`config.mk`:
```
export PLATFORM = sky130hd
export DESIGN_NAME = jam_cost_loader
export DESIGN_NICKNAME = d
export VERILOG_FILES = /design/src/rtl/jam_pkg.sv /design/src/rtl/jam_rowmin.sv /design/src/rtl/jam_cost_loader.sv
export SDC_FILE = /design/constraint.sdc
export NUM_CORES = 1
export LEC_CHECK = 0
export ABC_AREA = 1
export CORE_UTILIZATION = 53
export DETAILED_ROUTE_END_ITERATION = 10
export HOLD_SLACK_MARGIN = 0.15
export PLACE_DENSITY = 0.78
export SYNTH_ARGS = -nofsm -noshare
export SYNTH_HDL_FRONTEND = slang
export SYNTH_SLANG_ARGS = --single-unit
```
`constraint.sdc`:
```
create_clock -name CLK -period 3.8 [get_ports CLK]
set_input_delay 0.76 -clock CLK [delete_from_list [all_inputs] [get_ports CLK]]
set_output_delay 0.76 -clock CLK [all_outputs]
set_load 0.05 [all_outputs]
```
`src/rtl/jam_pkg.sv`:
```
// Shared constants and types for the cost-matrix loader and its row-minimum tracker.
package jam_pkg;
  localparam int unsigned N      = 8;
  localparam int unsigned COST_W = 7;
  localparam int unsigned IDX_W  = 3;
  localparam int unsigned SUM_W  = 10;
  localparam int unsigned CNT_W  = 7;

  typedef logic [COST_W-1:0] cost_t;

  typedef enum logic {LOAD, FULL} ld_state_t;
endpackage

```
`src/rtl/jam_rowmin.sv`:
```
// Tracks the minimum of the row being streamed and accumulates row minima into a lower bound.
module jam_rowmin
  import jam_pkg::*;
(
  input  logic             CLK,
  input  logic             RST_N,
  input  logic             clr,
  input  logic             accept,
  input  logic             row_first,
  input  logic             row_last,
  input  cost_t            data,
  output logic [SUM_W-1:0] lb
);

  cost_t row_min;
  cost_t cur_min_c;

  // The first word of a row restarts the running minimum.
  always_comb begin
    cur_min_c = data;
    if (!row_first && (row_min < data)) cur_min_c = row_min;
  end

  always_ff @(posedge CLK or negedge RST_N) begin
    if (!RST_N) begin
      row_min <= '0;
      lb      <= '0;
    end else if (clr) begin
      row_min <= '0;
      lb      <= '0;
    end else if (accept) begin
      row_min <= cur_min_c;
      if (row_last) lb <= lb + SUM_W'(cur_min_c);
    end
  end

endmodule

```
`src/rtl/jam_cost_loader.sv`:
```
// Streams an N x N cost matrix row-major into local storage and serves registered reads.
// Optional row-minimum lower bound (LB port) is built when JAM_COST_ROWMIN_EN is defined.
module jam_cost_loader #(
  parameter int unsigned N      = jam_pkg::N,
  parameter int unsigned COST_W = jam_pkg::COST_W
) (
  input  logic                      CLK,
  input  logic                      RST_N,
  input  logic                      CLR,
  input  logic                      IN_VALID,
  output logic                      IN_READY,
  input  logic [COST_W-1:0]         IN_DATA,
  input  logic [jam_pkg::IDX_W-1:0] W,
  input  logic [jam_pkg::IDX_W-1:0] J,
  output logic [COST_W-1:0]         Cost,
  output logic                      LOADED,
  output logic [jam_pkg::CNT_W-1:0] COUNT
`ifdef JAM_COST_ROWMIN_EN
  ,
  output logic [jam_pkg::SUM_W-1:0] LB
`endif
);
  import jam_pkg::*;

  ld_state_t        state;
  logic [IDX_W-1:0] wr_w;
  logic [IDX_W-1:0] wr_j;
  logic [COST_W-1:0] mem [N][N];
  logic             accept_c;
  logic             row_last_c;

  assign IN_READY   = (state == LOAD) && !CLR;
  assign accept_c   = IN_VALID && IN_READY;
  assign row_last_c = (wr_j == IDX_W'(N - 1));

  // Read port samples memory before this edge's write, so a same-address read returns the old word.
  always_ff @(posedge CLK or negedge RST_N) begin
    if (!RST_N) begin
      state  <= LOAD;
      wr_w   <= '0;
      wr_j   <= '0;
      COUNT  <= '0;
      LOADED <= 1'b0;
      Cost   <= '0;
      for (int w = 0; w < int'(N); w++) begin
        for (int j = 0; j < int'(N); j++) begin
          mem[w][j] <= '0;
        end
      end
    end else begin
      Cost <= mem[W][J];
      if (CLR) begin
        state  <= LOAD;
        wr_w   <= '0;
        wr_j   <= '0;
        COUNT  <= '0;
        LOADED <= 1'b0;
      end else if (accept_c) begin
        mem[wr_w][wr_j] <= IN_DATA;
        COUNT           <= COUNT + CNT_W'(1);
        if (row_last_c) begin
          wr_j <= '0;
          if (wr_w == IDX_W'(N - 1)) begin
            wr_w   <= '0;
            state  <= FULL;
            LOADED <= 1'b1;
          end else begin
            wr_w <= wr_w + IDX_W'(1);
          end
        end else begin
          wr_j <= wr_j + IDX_W'(1);
        end
      end
    end
  end

`ifdef JAM_COST_ROWMIN_EN
  jam_rowmin u_rowmin (
    .CLK       (CLK),
    .RST_N     (RST_N),
    .clr       (CLR),
    .accept    (accept_c),
    .row_first (wr_j == '0),
    .row_last  (row_last_c),
    .data      (IN_DATA),
    .lb        (LB)
  );
`endif

endmodule

```
# Word-level counts from Yosys, hierarchy flattened
# Index checks and enable logic that the tools add are counted.
totals:
  regBits: 469
  input_bits: 17
  output_inout_bits: 16
  word_cells: 121
op_classes:
  addsub: 3
  magnitude_cmp: 6
  n_eq_ne: 2
  mux: 24
  bitwise_logic: 6
  reduce_logical: 11
ops:
  columns: ["cell", "n"]
  rows:
  - ["448-bit bitwise mux", 1]
  - ["56-bit binary-select mux with 3-bit select", 1]
  - ["56-bit demux with 3-bit select", 1]
  - ["56-bit 2-to-1 mux", 3]
  - ["7-bit 2-to-1 mux", 5]
  - ["7-bit binary-select mux with 3-bit select", 1]
  - ["7-bit demux with 3-bit select", 1]
  - ["3-bit 2-to-1 mux", 7]
  - ["4-bit >= comparator (second input constant)", 4]
  - ["3-bit inverter with 4-bit output", 4]
  - ["4-bit by 1-bit < comparator with 1-bit output (second input constant)", 2]
  - ["7-bit by 1-bit adder with 7-bit output (second input constant)", 1]
  - ["3-bit by 1-bit adder with 3-bit output (second input constant)", 2]
  - ["3-bit == test (second input constant)", 2]
  - ["2-bit nonzero test", 3]
  - ["1-bit logical AND", 4]
  - ["1-bit 2-to-1 mux", 4]
  - ["2-bit AND reduction", 2]
  - ["3-bit AND reduction", 1]
  - ["1-bit inverter", 2]
  - ["1-bit logical NOT", 1]

# Logic depth before layout (Yosys ltp)
# Gate-level depths: netlist of run 1.
depth:
  ltp_word: 8
  mapped_depth: 12
  depth_no_buf: 9

# Worst setup path before layout of run 1
# Ideal clock, no wire load.
synth_timing:
  path_type: "input-to-reg"
  start: "in CLR"
  end: "reg mem[304] in the netlist's numbering"
  setup_ns: 0.133
  t_arrival_ns: 2.872
  required_ns: 3.667
  slack_ns: 0.795
  path_stages: 9
  path_buffers: 1
  path_cell_list: "nor2_1 > nand2_2 > inv_2 > nand2_4 > nor3_4 > nand2_1 > buf_6 > nand2_1 > o21ai_0"
synth_via:
  elab_chain_len: 4
  word_cells_on_any_way: 5
  classes_between: "1 x bitwise; 4 x reduce/logical"
synth_rtl:
  columns: ["element", "line", "text"]
  rows:
  - ["start, declared", "jam_cost_loader.sv:9", "input logic CLR,"]
  - ["1-bit logical NOT", "jam_cost_loader.sv:32", "assign IN_READY = (state == LOAD) && !CLR;"]
  - ["1-bit logical AND", "jam_cost_loader.sv:32", null]
  - ["1-bit logical AND", "jam_cost_loader.sv:33", "assign accept_c = IN_VALID && IN_READY;"]
  - ["2-bit AND reduction (no source line) *", null, null]
  - ["end signal, assigned by index", "jam_cost_loader.sv:47", "mem[w][j] <= '0;"]
  - ["end signal, assigned by index", "jam_cost_loader.sv:59", "mem[wr_w][wr_j] <= IN_DATA;"]
  - ["end, declared", "jam_cost_loader.sv:28", "logic [COST_W-1:0] mem [N][N];"]
# Every way passes the cells marked *; elsewhere a longest branch is shown, timed or not.
# A chain may end at the register's enable or synchronous reset.

# Worst setup path in the final report of run 1
layout_timing:
  start: "in CLR"
  end: "out IN_READY"
layout_via:
  elab_chain_len: 2
layout_rtl:
  columns: ["element", "line", "text"]
  rows:
  - ["1-bit logical NOT", "jam_cost_loader.sv:32", null]
  - ["1-bit logical AND", "jam_cost_loader.sv:32", null]
  - ["end, declared", "jam_cost_loader.sv:11", "output logic IN_READY,"]
# Every way passes these cells.

==> results of run 1 <==
## metrics by stage
stage	total power, mW	utilization [%]	worst slack, ps	area, sq um
3_3_place_gp	6.75	55.1	702	21900
3_5_place_dp	6.80	55.1	563	21900
5_1_grt	11.8	58.9	672	23400
2_1_floorplan	6.29	-	795	21500
6_report	11.3	58.9	732	23400
4_1_cts	11.4	58.9	719	23400
## flip-flops by register name, indices dropped and copies added, names as in the netlist
name,flops
COUNT,7
state,1
Cost,7
wr_j,3
wr_w,3
mem,448
## logic make-up after synthesis
logic type / count (synthesis) / synth area share [%]
and+or+nand+nor: 1507 / 29.2
DFF: 469 / 54.7
adders and majority gates: 5 / 0.292
AOI/OAI and AO/OA: 463 / 10.8
buffers and inverters: 229 / 4.95
## power by group
part	switching [mW]	internal [mW]
combinational	0.843	0.370
clock	1.93	2.66
sequential	0.190	5.32
## per-layer routing
metal  global-route usage (%)  vias to the layer above  part of all wire [%]
met3                     5.31                      144                   8.1
met2                     44.4                      739                    46
li1                         -                     8601                     -
met1                     38.8                     8754                    42
met5                        0                        -                 0.023
met4                     12.8                        2                   4.0
## worst max-delay path, cell delays in order
cell and delay, ps:
clkdlybuf4s50_1 500, nor2_1 210, clkdlybuf4s50_1 840
## path summary, 6_finish.rpt
check	startpoint	endpoint	slack (ps)	depth (start not counted)
max	CLR	IN_READY	730	3
min	RST_N	mem[220]$_DFFE_PN0P_	180	1
max reg2reg	state$_DFFE_PN0P_	mem[23]$_DFFE_PN0P_	1480	8
min reg2reg	mem[406]$_DFFE_PN0P_	mem[406]$_DFFE_PN0P_	480	2
max in group asynchronous	RST_N	mem[353]$_DFFE_PN0P_	2610	2
min in group CLK	mem[406]$_DFFE_PN0P_	mem[406]$_DFFE_PN0P_	480	2
## Yosys cell counts
cell / instances / area [sq um]
buf_2: 15 / 75.1
inv_2: 3 / 11.3
nand3_1: 387 / 1940
a21oi_1: 4 / 20.0
nor4_4: 3 / 63.8
o21ai_0: 459 / 2300
clkbuf_1: 143 / 537
clkinv_1: 7 / 26.3
dfrtp_1: 469 / 11700
inv_1: 19 / 71.3
buf_4: 1 / 7.51
nor3_4: 4 / 65.1
nor3_1: 11 / 55.1
buf_6: 24 / 270
nand2_1: 1090 / 4090
nor2_4: 1 / 11.3
nor2_1: 9 / 33.8
ha_1: 5 / 62.6
nand2_2: 1 / 6.26
buf_1: 17 / 63.8
nand2_4: 1 / 11.3
## area by class of cell
type / count / area (sq um)
inverter: 29 / 115
clock buffer: 81 / 1460
tap: 525 / 657
multi-input combinational: 1975 / 8650
fill: 3480 / 16400
timing repair buffer: 73 / 764
clock inverter: 6 / 65.1
sequential: 469 / 11700
==> impl_metrics.json, run 1 <==
{
  "cts_tree": "yes",
  "grt_pass1_wl_um": 93500,
  "netlist_instances": 2673,
  "worstPathMaxFanout": 6,
  "run_status": "finished, final reports clean",
  "nets": 2618,
  "post_cts_buffers": 0,
  "cts_htree_levels": 2,
  "netlist_area_sq_um": 21500,
  "fp.dieW_um": 203,
  "cap_violations": 0,
  "fin_cells": 3158,
  "relSlewSlack_pct": 27.2,
  "root_buffer": "clkbuf_16",
  "syn_avg_cell_area_sq_um": 8.03,
  "leakage_nw": 10.5,
  "hold_class": "in -> async",
  "grt_max_degree": 225,
  "crit_path_end_kind": "output port",
  "post-route-period-util_pct": 80.7,
  "skew_ps": 14.6,
  "syn2layout_area_growth_pct": 9.30,
  "ir_worst_vdd_mv": 0.333,
  "wirelength_um": 56700,
  "clock_path_buffers": 3,
  "fp-row-count": 73,
  "cts.hold.buffers_added": 0,
  "tns_ps": 0,
  "clkTransAtPathRegs_ps": 60,
  "place_inst": 3071,
  "drv_slew": 0,
  "hold_viol": 0,
  "antenna-diode-count": 0,
  "pwr_density_cell_nw_per_um2": 483,
  "final_common_cell": "nand2_1",
  "ys_ff_latch": 469,
  "cts_buffers": 48,
  "grt_usage_pct": 28.4,
  "setup_viol": 0,
  "io_pins": 33,
  "start_util_pct": 53.9,
  "whs_ps": 179,
  "drc": 0,
  "worstMarginPinSlew_ps": 1090,
  "first_pass_iters": 6,
  "synth_cell_types": 21,
  "grt_overflow": 0,
  "max_freq_mhz": 326,
  "yosysSeqAreaShare_pct": 54.7,
  "first_iter_violations": 1980,
  "cp.required_ps": 3040,
  "final_cell_mix": "1090 x nand2_1, 469 x dfrtp_1, 459 x o21ai_0, 387 x nand3_1, 49 x clkbuf_16",
  "final.min_clock_period_ps": 3070,
  "num_vias": 18240,
  "core_area_sq_um": 39800,
  "grt_pass1_vias": 17672,
  "drive_gt1_share_pct": 5.05,
  "rsz0062_at_grt": "false",
  "cts-resized-gates": 0,
  "portBuffers": 32,
  "die_h_um": 203,
  "timing_worst_setup_path_type": "in -> out",
  "cts.sinks": 469,
  "vias_per_cell": 5.78,
  "gp_congestion": 0.849,
  "yosysWarnings": 0,
  "clkLatencyLatePin_ps": 590,
  "routedWlPerCell_um": 18.0,
  "arrival_ps": 2310,
  "antenna_found_initial": 1,
  "die_area_sq_um": 41300,
  "syn-num-nets": 2695,
  "cp-start-kind": "input pin",
  "ant_nets": 0,
  "dp_hpwl_um": 34300
}
Power figures use the tool's default switching activity.
==> inputs of run 2 (changes only) <==
- PLACE_DENSITY: 0.78 -> 0.81
- clock period: 3.8 -> 2.52 ns (I/O delays scaled with it)
==> impl_metrics.json, run 2 (synthesis gave the netlist of run 1 again) <==
{
  "final.min_clock_period_ps": 2350,
  "utilization_pct": 60.5,
  "grt_usage_pct": 28.7,
  "antenna-diode-count": 0,
  "first_pass_iters": 6,
  "grt_pass1_vias": 18115,
  "crit_path_end_kind": "output port",
  "worstPathMaxFanout": 3,
  "leakage_nw": 10.9,
  "grt_max_degree": 123,
  "post-route-period-util_pct": 93.4,
  "relSlewSlack_pct": 49.7,
  "fp.dieW_um": 203,
  "clkLatencyLatePin_ps": 580,
  "grt_overflow": 0,
  "routedWlPerCell_um": 18.0,
  "gp_congestion": 0.874,
  "start_util_pct": 53.9,
  "timing_worst_setup_path_type": "reg -> out",
  "hold_class": "in -> async",
  "crit_path_top_delay_cell": "clkdlybuf4s50_1",
  "core_area_sq_um": 39800,
  "ant_nets": 0,
  "crit_chain": "clkdlybuf4s50_1",
  "cts_tree": "yes",
  "largest_register_ffs": 448,
  "critPathTopFamily": "buffers and inverters",
  "cts-resized-gates": 0,
  "cp.required_ps": 2020,
  "cp-start-kind": "flop",
  "run_status": "finished, final reports clean",
  "hold_viol": 0,
  "fp-row-count": 73,
  "nFillCells": 3388,
  "setup_viol": 0,
  "cts_buffers": 48,
  "drive_gt1_share_pct": 6.92,
  "max_freq_mhz": 425,
  "root_buffer": "clkbuf_16",
  "clock_path_buffers": 3,
  "drv_slew": 0,
  "ir_worst_vdd_mv": 0.508,
  "final_cell_mix": "1090 x nand2_1, 469 x dfrtp_1, 459 x o21ai_0, 387 x nand3_1, 52 x buf_4",
  "vias_per_cell": 5.80,
  "nets": 2656,
  "total_power_mw": 17.6,
  "largestRegisters": "mem x448, COUNT x7, Cost x7",
  "drc": 0,
  "fin_cells": 3197,
  "dp_hpwl_um": 34700,
  "pwr_density_cell_nw_per_um2": 731,
  "syn2layout_area_growth_pct": 12.4,
  "num_vias": 18550,
  "first_iter_violations": 1959,
  "cts.hold.buffers_added": 1,
  "final_common_cell": "nand2_1",
  "worstMarginPinSlew_ps": 755,
  "grt_pass1_wl_um": 95000,
  "die_h_um": 203,
  "arrival_ps": 1850,
  "cts_htree_levels": 2,
  "skew_ps": 16.9,
  "post_cts_buffers": 0,
  "crit_buf_inv": 1,
  "antenna_found_initial": 1,
  "cap_violations": 0,
  "io_pins": 33,
  "rsz0062_at_grt": "false",
  "place_inst": 3108,
  "max_stage_delay_ps": 830,
  "die_area_sq_um": 41300,
  "largest-register": "mem",
  "wirelength_um": 57400,
  "portBuffers": 32,
  "clkTransAtPathRegs_ps": 60,
  "cts.sinks": 469
}
[run 2: power breakdown]
part / total (mW) / internal, mW / switching, mW
registers: 8.31 / 8.02 / 0.293
clock network: 7.41 / 4.45 / 2.96
logic: 1.89 / 0.605 / 1.29
[run 2: worst paths after layout]
path,from,cells after the start,to,slack [ps]
max,state$_DFFE_PN0P_,1,LOADED,170
min reg2reg,mem[262]$_DFFE_PN0P_,2,mem[262]$_DFFE_PN0P_,480
min,RST_N,2,mem[314]$_DFFE_PN0P_,380
min in group CLK,mem[262]$_DFFE_PN0P_,2,mem[262]$_DFFE_PN0P_,480
max reg2reg,wr_j[1]$_DFFE_PN0P_,5,mem[202]$_DFFE_PN0P_,310
max in group asynchronous,RST_N,3,mem[101]$_DFFE_PN0P_,1150
[run 2: area by class of cell]
class	count	area (sq um)	share of cell area (%)
Sequential cell	469	11700	48.7
Multi-Input combinational cell	1975	8660	35.9
Clock buffer	72	1470	6.11
Timing Repair Buffer	111	1260	5.24
Tap cell	525	657	2.73
Clock inverter	16	199	0.825
Inverter	29	115	0.478
[run 2: per-layer routing]
metal	global-route usage, %	wire (um)	up-vias
li1	-	-	8687
met2	45.2	26600	809
met4	12.6	2230	0
met5	0	0	-
met1	39.6	23900	8909
met3	4.59	4690	145
[run 2: through the flow]
step | area [sq um] | TNS, ps | hold slack (ps) | setup slack [ps]
finish | 24100 | 0 | 381 | 167
global route | 24100 | 0 | 402 | 108
CTS | 24100 | 0 | 376 | 158
detailed placement | 22400 | -3520 | 377 | -112
global placement | 22400 | -1740 | 378 | -70.9
floorplan | 21500 | 0 | 208 | 198
